File: src/rtl/wave_shaper_pwm.sv
// Shapes the Wavegen sawtooth phase into one of four waveforms, scales it by
// volume and drives a 1-bit PWM output whose level is reloaded once per period.
module wave_shaper_pwm #(
    parameter int PWM_BITS = 11,
    parameter int VOL_BITS = 4
) (
    input  logic                clk,
    input  logic                rst,
    input  logic [PWM_BITS-1:0] phase,
    input  logic [1:0]          wave_sel,
    input  logic [VOL_BITS-1:0] volume,
    input  logic                enable,
    output logic                pwm_out,
    output logic                sample_strobe,
    output logic [PWM_BITS-1:0] level
);

    localparam int PROD_BITS = PWM_BITS + VOL_BITS;
    localparam logic [PWM_BITS-1:0] ALL_ONES    = '1;
    localparam logic [PWM_BITS-1:0] CNT_LAST    = ALL_ONES;
    localparam logic [PWM_BITS-1:0] CNT_CAPTURE = ALL_ONES - 1'b1;

    logic [PWM_BITS-1:0]  cnt_reg;
    logic [PWM_BITS-1:0]  phase_q_reg;
    logic [PWM_BITS-1:0]  tri_fold;
    logic [PWM_BITS-1:0]  shape_next;
    logic [PWM_BITS-1:0]  level_next;
    logic [PROD_BITS-1:0] partial [VOL_BITS];
    logic [PROD_BITS-1:0] product;

    // Triangle: the lower phase bits doubled, mirrored in the upper half-period.
    assign tri_fold = {phase_q_reg[PWM_BITS-2:0], 1'b0};

    always_comb begin
        shape_next = phase_q_reg;
        case (wave_sel)
            2'b00:   shape_next = phase_q_reg;
            2'b01:   shape_next = phase_q_reg[PWM_BITS-1] ? ALL_ONES : '0;
            2'b10:   shape_next = phase_q_reg[PWM_BITS-1] ? (ALL_ONES - tri_fold) : tri_fold;
            default: shape_next = ALL_ONES - phase_q_reg;
        endcase
    end

    // Shift-and-add multiply: one partial product per volume bit.
    genvar gi;
    generate
        for (gi = 0; gi < VOL_BITS; gi++) begin : g_pp
            assign partial[gi] = volume[gi] ? (PROD_BITS'(shape_next) << gi) : '0;
        end
    endgenerate

    always_comb begin
        product = '0;
        for (int i = 0; i < VOL_BITS; i++) begin
            product = product + partial[i];
        end
    end

    // Dropping the low VOL_BITS divides by 2^VOL_BITS with truncation.
    assign level_next = product[PROD_BITS-1:VOL_BITS];

    always_ff @(posedge clk or posedge rst) begin
        if (rst) begin
            cnt_reg       <= '0;
            phase_q_reg   <= '0;
            level         <= '0;
            pwm_out       <= 1'b0;
            sample_strobe <= 1'b0;
        end else begin
            sample_strobe <= enable && (cnt_reg == CNT_LAST);
            if (enable) begin
                cnt_reg <= cnt_reg + 1'b1;
                pwm_out <= (cnt_reg < level);
                if (cnt_reg == CNT_CAPTURE) begin
                    phase_q_reg <= phase;
                end
                if (cnt_reg == CNT_LAST) begin
                    level <= level_next;
                end
            end else begin
                pwm_out <= 1'b0;
            end
        end
    end

endmodule

File: config.mk
export PLATFORM = sky130hd
export DESIGN_NAME = wave_shaper_pwm
export DESIGN_NICKNAME = d
export VERILOG_FILES = /design/src/rtl/wave_shaper_pwm.sv
export SDC_FILE = /design/constraint.sdc
export NUM_CORES = 1
export LEC_CHECK = 0
export ABC_AREA = 1
export BUFFER_PORTS_ARGS = -buffer_cell sky130_fd_sc_hd__clkbuf_2
export CAP_MARGIN = 25
export CORE_ASPECT_RATIO = 0.5
export CORE_MARGIN = 2
export CORE_UTILIZATION = 50
export CTS_BUF_LIST = sky130_fd_sc_hd__clkbuf_2 sky130_fd_sc_hd__clkbuf_4 sky130_fd_sc_hd__clkbuf_8
export DETAILED_ROUTE_END_ITERATION = 10
export PLACE_DENSITY = 0.77
export SYNTH_ARGS = -nofsm -noshare
export SYNTH_HDL_FRONTEND = slang
export SYNTH_SLANG_ARGS = --single-unit
File: constraint.sdc
create_clock -name clk -period 3.4 [get_ports clk]
set_input_delay 0.17 -clock clk [delete_from_list [all_inputs] [get_ports clk]]
set_output_delay 0.17 -clock clk [all_outputs]
set_load 0.005 [all_outputs]
; ---- Word level (Yosys, flattened, before mapping)
; Index checks and enable logic that the tools add are counted.
[word_totals]
out_inout_bits = 13
register_bits = 35
[op_classes]
n_addsub = 6
mux = 8
eq_ne = 4
order_cmp = 1
reduce_logical = 4
[op_table]
columns = operator, count
row1 = 11-bit 2-to-1 mux, 3
row2 = 11-bit case mux with 3 select lines, 1
row3 = 11-bit == test (second input constant), 2
row4 = 11-bit subtractor (first input constant), 2
row5 = 14-bit by 14-bit adder with 15-bit output, 1
row6 = 13-bit by 13-bit adder with 14-bit output, 1
row7 = 14-bit 2-to-1 mux, 1
row8 = 11-bit by 12-bit adder with 13-bit output, 1
row9 = 13-bit 2-to-1 mux, 1
row10 = 12-bit 2-to-1 mux, 1
row11 = 11-bit by 1-bit adder with 11-bit output (second input constant), 1
row12 = 11-bit < comparator, 1
row13 = 2-bit AND reduction, 2
row14 = 2-bit by 1-bit == test with 1-bit output (second input constant), 1
row15 = 2-bit == test (second input constant), 1
row16 = 2-bit zero test, 1
row17 = 1-bit logical AND, 1
row18 = 1-bit 2-to-1 mux, 1

; ---- Logic depth before layout (Yosys ltp)
; Gate-level depths: netlist (run 1).
[depth]
ltp_word = 7
ltp_mapped = 22

; ---- Worst setup path after synthesis (run 1)
; OpenSTA, ideal clock, no wires.
[synth_timing]
path_kind = reg2reg
from = reg phase_q_reg[10]
to = reg level[7]
setup_time_ps = 82
slack_ps = -170
stages_incl_launch_ff = 21
synth_period_minus_slack_ps = 3570
n_path_buf = 2
arrival_ps = 3487
cell_sequence = dfrtp_1 -> buf_6 -> clkbuf_1 -> o21ai_0 -> o211ai_1 -> o21a_1 -> inv_1 -> nor2_1 -> fa_1 -> inv_1 -> fa_1 -> inv_1 -> nand3b_1 -> a21oi_2 -> and3_4 -> fa_1 -> a21oi_1 -> nor2_1 -> o21ai_0 -> nand2_1 -> o22ai_1
[synth_via]
elab_chain_len = 6
elab_cells_between_ends = 11
[synth_rtl]
columns = element, line_no
row1 = start: declaration, 24  ; logic [PWM_BITS-1:0] phase_q_reg;
row2 = start signal: assignment, 75  ; phase_q_reg <= phase;
row3 = 11-bit subtractor (tied with other cells), 40  ; default: shape_next = ALL_ONES - phase_q_reg;
row4 = 11-bit case mux with 3 select lines *, 36  ; case (wave_sel)
row5 = 11-bit 2-to-1 mux / 12-bit 2-to-1 mux (equally long branches), 48  ; assign partial[gi] = volume[gi] ? (PROD_BITS'(shape_next) << gi) : '0;
row6 = 11-bit by 12-bit adder with 13-bit output, 55  ; product = product + partial[i];
row7 = 13-bit by 13-bit adder with 14-bit output, 55
row8 = 14-bit by 14-bit adder with 15-bit output *, 55
row9 = end signal: assignment, 78  ; level <= level_next;
row10 = end: declaration, 15  ; output logic [PWM_BITS-1:0] level
; Mark *: on every way between the ends. The rest lies on a longest branch, timed or not.
; A chain may end at the register's enable or synchronous reset.

; ---- Worst setup path after layout (run 1)
[layout_timing]
from = reg phase_q_reg[10]
to = reg level[9]
; The elaborated chain is that of the path after synthesis.

==> metrics.txt, run 1 <==
status=complete, but fails checks; failing checks=setup timing; Setup crit end=level[9]; nets=between 500 and 600; DP HPWL=6210 um; Post-Synth Adder-Cell Area=a little over a fifth; pre-CTS setup slack=-355 ps; Syn. warnings=0; setup violators final=9; CTS tree=done; largest family of logic cells by synthesized area=simple AND/OR/NAND/NOR gates; Root Buffer=clkbuf_8; Seq cells post-synth=35; largest net degree at the start of global routing=25; Cell Pwr Density=~340 nW/um^2; Int Power=935 uW; Sw Share=a little under two fifths; CTS sink count=35; vias in the first global route=~3.0k; crit path DAT=between 3000 and 4000 ps; Post-DRT Antenna Nets=0; max_slew headroom=between 30% and 40%; Die H=between 60 and 70 um; Synth cell types=43; WP data required=about 3600 ps; unrepaired setup endpoints after global routing=true; final wirelength=8930 um; global route overflow=0; I/O pin total=33; Final Cycle Share=106%; vias per cell=about 5.3; Leak=2.18 nW; post-DR wirelength/cell=14.8 um; global-route wire length before repair=around 14000 um; GPL Wtd Cong=between 0.9 and 1; layout cells sized above 1=36.5%; Total GRT Usage=about a quarter; Slew Limit Fails=0; Worst-Margin Slew=between 900 and 1000 ps; final setup margin=-205 ps; cell count of the worst reg-to-reg path=19; sequential share of the synthesized area=26.1%; initial core utilization=50.9%; Max Cap Violations=0; Hold Violations, Final=0; crit-path max FO=7; row count=21; Mapped Area=around 3400 um^2; largest area contributor in the netlist=dfrtp_1; Max VDD drop=around 0.00017 V; Clock transition at path regs=roughly 80 ps; WS Path Type=reg -> reg; post-synthesis xor/xnor area fraction=under 10%; Core Region=approximately 6600 um^2; Starting DRT DRC Count=196; Synth Instances=431; Clock Latency Late Sink=310 ps; register-to-register setup slack=-200 ps; H-tree depth=2; leading cell type in the layout, fill and taps excluded=inv_1; commonest non-fill, non-tap cells in the layout=inv_1 (70), nand2_1 (68), buf_4 (43); initial antenna violation count=0; post-synthesis compound-gate area fraction=12.2%; number of antenna diodes=0; fraction of synthesized area in multiplexers=3.69%; Layout Utilization=between 60% and 70%; port bufs=32; via count=between 3k and 4k; skew final=between 15 and 20 ps; CP endpoint kind=register; top cell type's share of synthesized area=26.1%; Inserted Clock Buffers=5; synth top area cells=dfrtp_1 (26%), fa_1 (11%), ha_1 (9.7%), inv_1 (9.1%), nand2_1 (8.2%); CP startpoint kind=register; Simple-Gate Fraction of Synth Area=around 23%; drt drc=0; net switching power=558 uW; worst hold path type=in -> async; Synth-to-Final Area Change=29.9%; Die W=120 um; worst r2r src=phase_q_reg[10]; syn_nets=496; highest clock rate=approximately 0.28 GHz; DIE AREA=about 7400 um^2; RR Endpoint=level[9]; share of power burned in combinational logic=38.1%; Reg power frac=a little over a third; CTS max path bufs=2; clock network power share=around 26%; launch point of the critical path=phase_q_reg[10]; Tmin final=~3600 ps; Post-Syn Area per Cell=~7.8 um^2; total iterations of the first detailed-routing run=4
[cells by family (layout without fill, tap and decap cells)]
logic type               Yosys count  in the layout
flip-flops                        35             35
XOR/XNOR                          12             12
multiplexers                      11             11
AND/OR/NAND/NOR                  167            167
buffers and inverters             93            172
AO/OA/AOI/OAI                     68             68
adder cells (fa/ha/maj)           45             45
[cells in the mapped netlist, drive strengths merged]
master	count
xor2	10
nand3b	3
dfrtp	35
o21ai	21
o31ai	1
buf	4
a311oi	1
a21oi	26
nand2	81
inv	85
nand3	15
o22ai	2
a21o	2
a31oi	1
a32oi	5
o21bai	1
clkbuf	2
fa	19
clkinv	2
nor3	6
o211ai	4
a221oi	1
mux2	11
nand4	5
xnor2	2
nor2	54
and2	1
and3	1
nor3b	1
o21a	3
ha	26
[worst min-delay path by stage]
stage | depth (start not counted) | from | endpoint | slack [ps]
after global placement | 2 | rst | sample_strobe | 380
after floorplan | 1 | enable | cnt_reg[0] | 260
after global routing | 2 | phase[1] | phase_q_reg[1] | 90
final | 2 | rst | cnt_reg[10] | 30
after CTS | 2 | rst | cnt_reg[10] | 60
after detailed placement | 2 | rst | sample_strobe | 400
[power groups by stage]
stage	Sequential (mW)	Combinational, mW	Clock (mW)
final	0.538	0.569	0.387
after global routing	0.547	0.638	0.413
after CTS	0.537	0.530	0.391
after detailed placement	0.541	0.469	0
after global placement	0.544	0.455	0
after floorplan	0.529	0.325	0
[stage by stage]
step | setup TNS [ps] | instance area, um^2 | instances | total power [mW] | hold slack (ps)
2_1_floorplan | -6.66 | 3380 | 431 | 0.854 | 257
3_3_place_gp | -1880 | 3860 | 583 | 0.999 | 377
3_5_place_dp | -2340 | 3860 | 583 | 1.01 | 399
4_1_cts | -288 | 4250 | 598 | 1.46 | 64.5
5_1_grt | -2690 | 4360 | 602 | 1.60 | 85.4
6_report | -1080 | 4360 | 602 | 1.49 | 34.2
[metal layers]
layer	vias up	routed length [um]	GRT usage (%)
met2	117	4190	42.9
met3	33	546	7.12
met1	1483	3940	31.2
li1	1531	-	-
met5	-	0	0
met4	0	256	9.41
[critical path, stage by stage, from the launching register on]
cell and delay [ps]:
dfrtp_2 480, buf_4 170, buf_4 140, o21ai_2 120
a32oi_2 140, inv_1 140, nor2_2 70, fa_1 530
inv_1 70, fa_1 530, inv_1 60, ha_4 270
buf_4 120, nand2_1 80, nor2_2 130, nand3_1 140
nand3_1 110, nand2_1 50, nand3_1 80, o21ai_1 70
[timing repair]
action | in CTS | in global routing
resized for setup | 52 | 25
endpoints found under the setup margin | 11 | 11
hold buffers | 0 | 0
pin swaps | 33 | 11
setup buffers | 7 | 4
[area by class of cell]
cell class,count,area [um^2]
Clock buffer,5,68.8
Sequential cell,35,877
Clock inverter,3,43.8
Multi-Input combinational cell,303,2420
Timing Repair Buffer,77,505
Inverter,87,327
Fill cell,516,2230
Tap cell,92,115
Power figures use the tool's default switching activity.
==> run 2, diff against run 1 <==
PLACE_DENSITY = 0.73   (was 0.77)
==> run 2 against run 1 <==
Net effect: the run still ends with setup timing left; first-iteration DRC count is 16% higher; clock power is 14% lower; sequential power hardly changed; routed wire length is 3.8% lower; via count is 1.1% lower; power is 5.4% lower; non-clock buffer count is 2 higher; sequential share of layout area is 0.69 points higher; sequential cell count stayed put; cell count is 0.33% higher; clock skew is 7.2 ps lower; critical path type unchanged; highest routed layer unchanged.
==> metrics.txt, run 2 (synthesis results as in run 1) <==
CP Buf/Inv Count=3; critical path's slowest cell=fa_1; Clock Latency Late Sink=300 ps; Final Cycle Share=107%; CP endpoint kind=register; Placed Area=3910 um^2; vias in the first global route=between 2k and 3k; final setup margin=-221 ps; total iterations of the first detailed-routing run=5; largest net degree at the start of global routing=26; port bufs=32; Core Region=roughly 6600 um^2; CTS sink count=35; skew final=between 9 and 10 ps; Slew Limit Fails=0; Synth-to-Final Area Change=25.6%; via count=3130; row count=21; Worst-Margin Slew=slightly above 600 ps; layout cells sized above 1=between 20 and 30%; vias per cell=about 5.2; crit path cell chain=o21ai_4, o211ai_1, o21a_1, inv_2, nor2_4, fa_1, inv_1, fa_1, inv_1, nand3b_1, a21oi_2, and3_4, fa_2, a21oi_2, nor2_1, o21ai_1, nand2_1, o22ai_1; failing checks=setup timing; Max Cap Violations=0; initial core utilization=about half; Die H=61.9 um; Total GRT Usage=24.7%; Die W=between 100 and 150 um; CP delay by family, top=adder cells; WS Path Type=reg -> reg; initial antenna violation count=0; Cell Pwr Density=between 300 and 400 nW/um^2; status=complete, but fails checks; setup violators final=10; H-tree depth=2; final wirelength=about 8600 um; commonest non-fill, non-tap cells in the layout=inv_1 (77), nand2_1 (71), buf_4 (42); I/O pin total=33; Inserted Clock Buffers=5; WP data required=approximately 3600 ps; leading cell type in the layout, fill and taps excluded=inv_1; drt drc=0; global-route wire length before repair=roughly 14000 um; nets=about 580; crit-path max FO=8; Leak=~2.2 nW; max_slew headroom=59.3%; CP startpoint kind=register; GPL Wtd Cong=~0.87; Hold Violations, Final=0; Max VDD drop=0.000163 V; worst hold path type=in -> reg; Tmin final=3620 ps; CTS tree=done; highest clock rate=around 0.28 GHz; DP HPWL=6570 um; cell area after layout=around 4200 um^2; Post-DRT Antenna Nets=0; Root Buffer=clkbuf_8; Starting DRT DRC Count=228; CTS max path bufs=2; crit path DAT=3850 ps; post-DR wirelength/cell=14.2 um; critical path's largest stage delay=roughly 510 ps; Final Power=between 1 and 1.5 mW; Clock transition at path regs=approximately 80 ps; DIE AREA=about 7400 um^2; global route overflow=0; unrepaired setup endpoints after global routing=true; number of antenna diodes=0
[run 2: cell count changes in the layout (fill, tap and decap cells not counted), moves of 2 or more]
cell	previous run	this run
a32oi_2	5	1
nor2_2	16	9
nand2_2	13	10
a32oi_1	0	4
o21ai_2	3	0
o21ai_0	7	10
nor2_4	6	4
ha_1	19	24
inv_2	15	8
nor2_1	32	41
ha_4	7	2
nand2_1	68	71
inv_1	70	77
[run 2: report_power, final]
part	leakage [nW]	switching (mW)	total (mW)	internal, mW
sequential	0.452	0.0693	0.538	0.469
clock	0.0446	0.179	0.331	0.152
combinational	1.68	0.301	0.544	0.243
[run 2: repair_timing]
item,CTS,global route
hold endpoints to repair,0,2
pin swaps,13,14
gates resized for setup,19,18
setup buffers,2,4
hold buffers,0,1
setup endpoints to repair,11,11
[run 2: worst reg2reg max path, cell delays in order (launching register included)]
cell and delay (ps):
dfrtp_2 480, o21ai_4 270, o211ai_1 140, o21a_1 150, inv_2 110, nor2_4 40
fa_1 470, inv_1 50, fa_1 510, inv_1 40, nand3b_1 90, a21oi_2 50
and3_4 180, fa_2 410, a21oi_2 180, nor2_1 80, o21ai_1 120, nand2_1 60
o22ai_1 110
[run 2: path summary, 6_finish.rpt]
kind	startpoint	to	slack (ps)	cells after the start
max	phase_q_reg[10]	level[7]	-220	18
min	phase[3]	phase_q_reg[3]	90	2
max reg2reg	phase_q_reg[10]	level[7]	-220	18
min reg2reg	cnt_reg[9]	cnt_reg[9]	500	1
max in group asynchronous	rst	level[2]	2640	4
min in group asynchronous	rst	sample_strobe	320	3
[run 2: area by class of cell]
class / count / area, um^2
clock buffers: 6 / 76.3
well taps: 92 / 115
clock inverters: 2 / 12.5
inverters: 87 / 327
fillers: 574 / 2380
flip-flops and latches: 35 / 877
repair buffers: 79 / 556
multi-input cells: 303 / 2250
[run 2: metal layers]
metal,share of wire (%),vias up,track usage [%]
li1,-,1535,-
met1,46,1461,32.0
met2,47,119,42.4
met3,6.5,15,6.11
met4,1.3,0,7.73
met5,0,-,0
[run 2: metrics by stage]
stage | setup WS (ps) | TNS (ps) | hold WS, ps | std cells | util (%)
after detailed placement | -280 | -2120 | 406 | 588 | 59.3
after CTS | -175 | -984 | 89.6 | 598 | 61.9
after global placement | -206 | -1280 | 401 | 588 | 59.3
after floorplan | -6.66 | -6.66 | 257 | 431 | -
final | -221 | -1560 | 88.7 | 604 | 63.9
after global routing | -401 | -3620 | 98.0 | 604 | 63.9
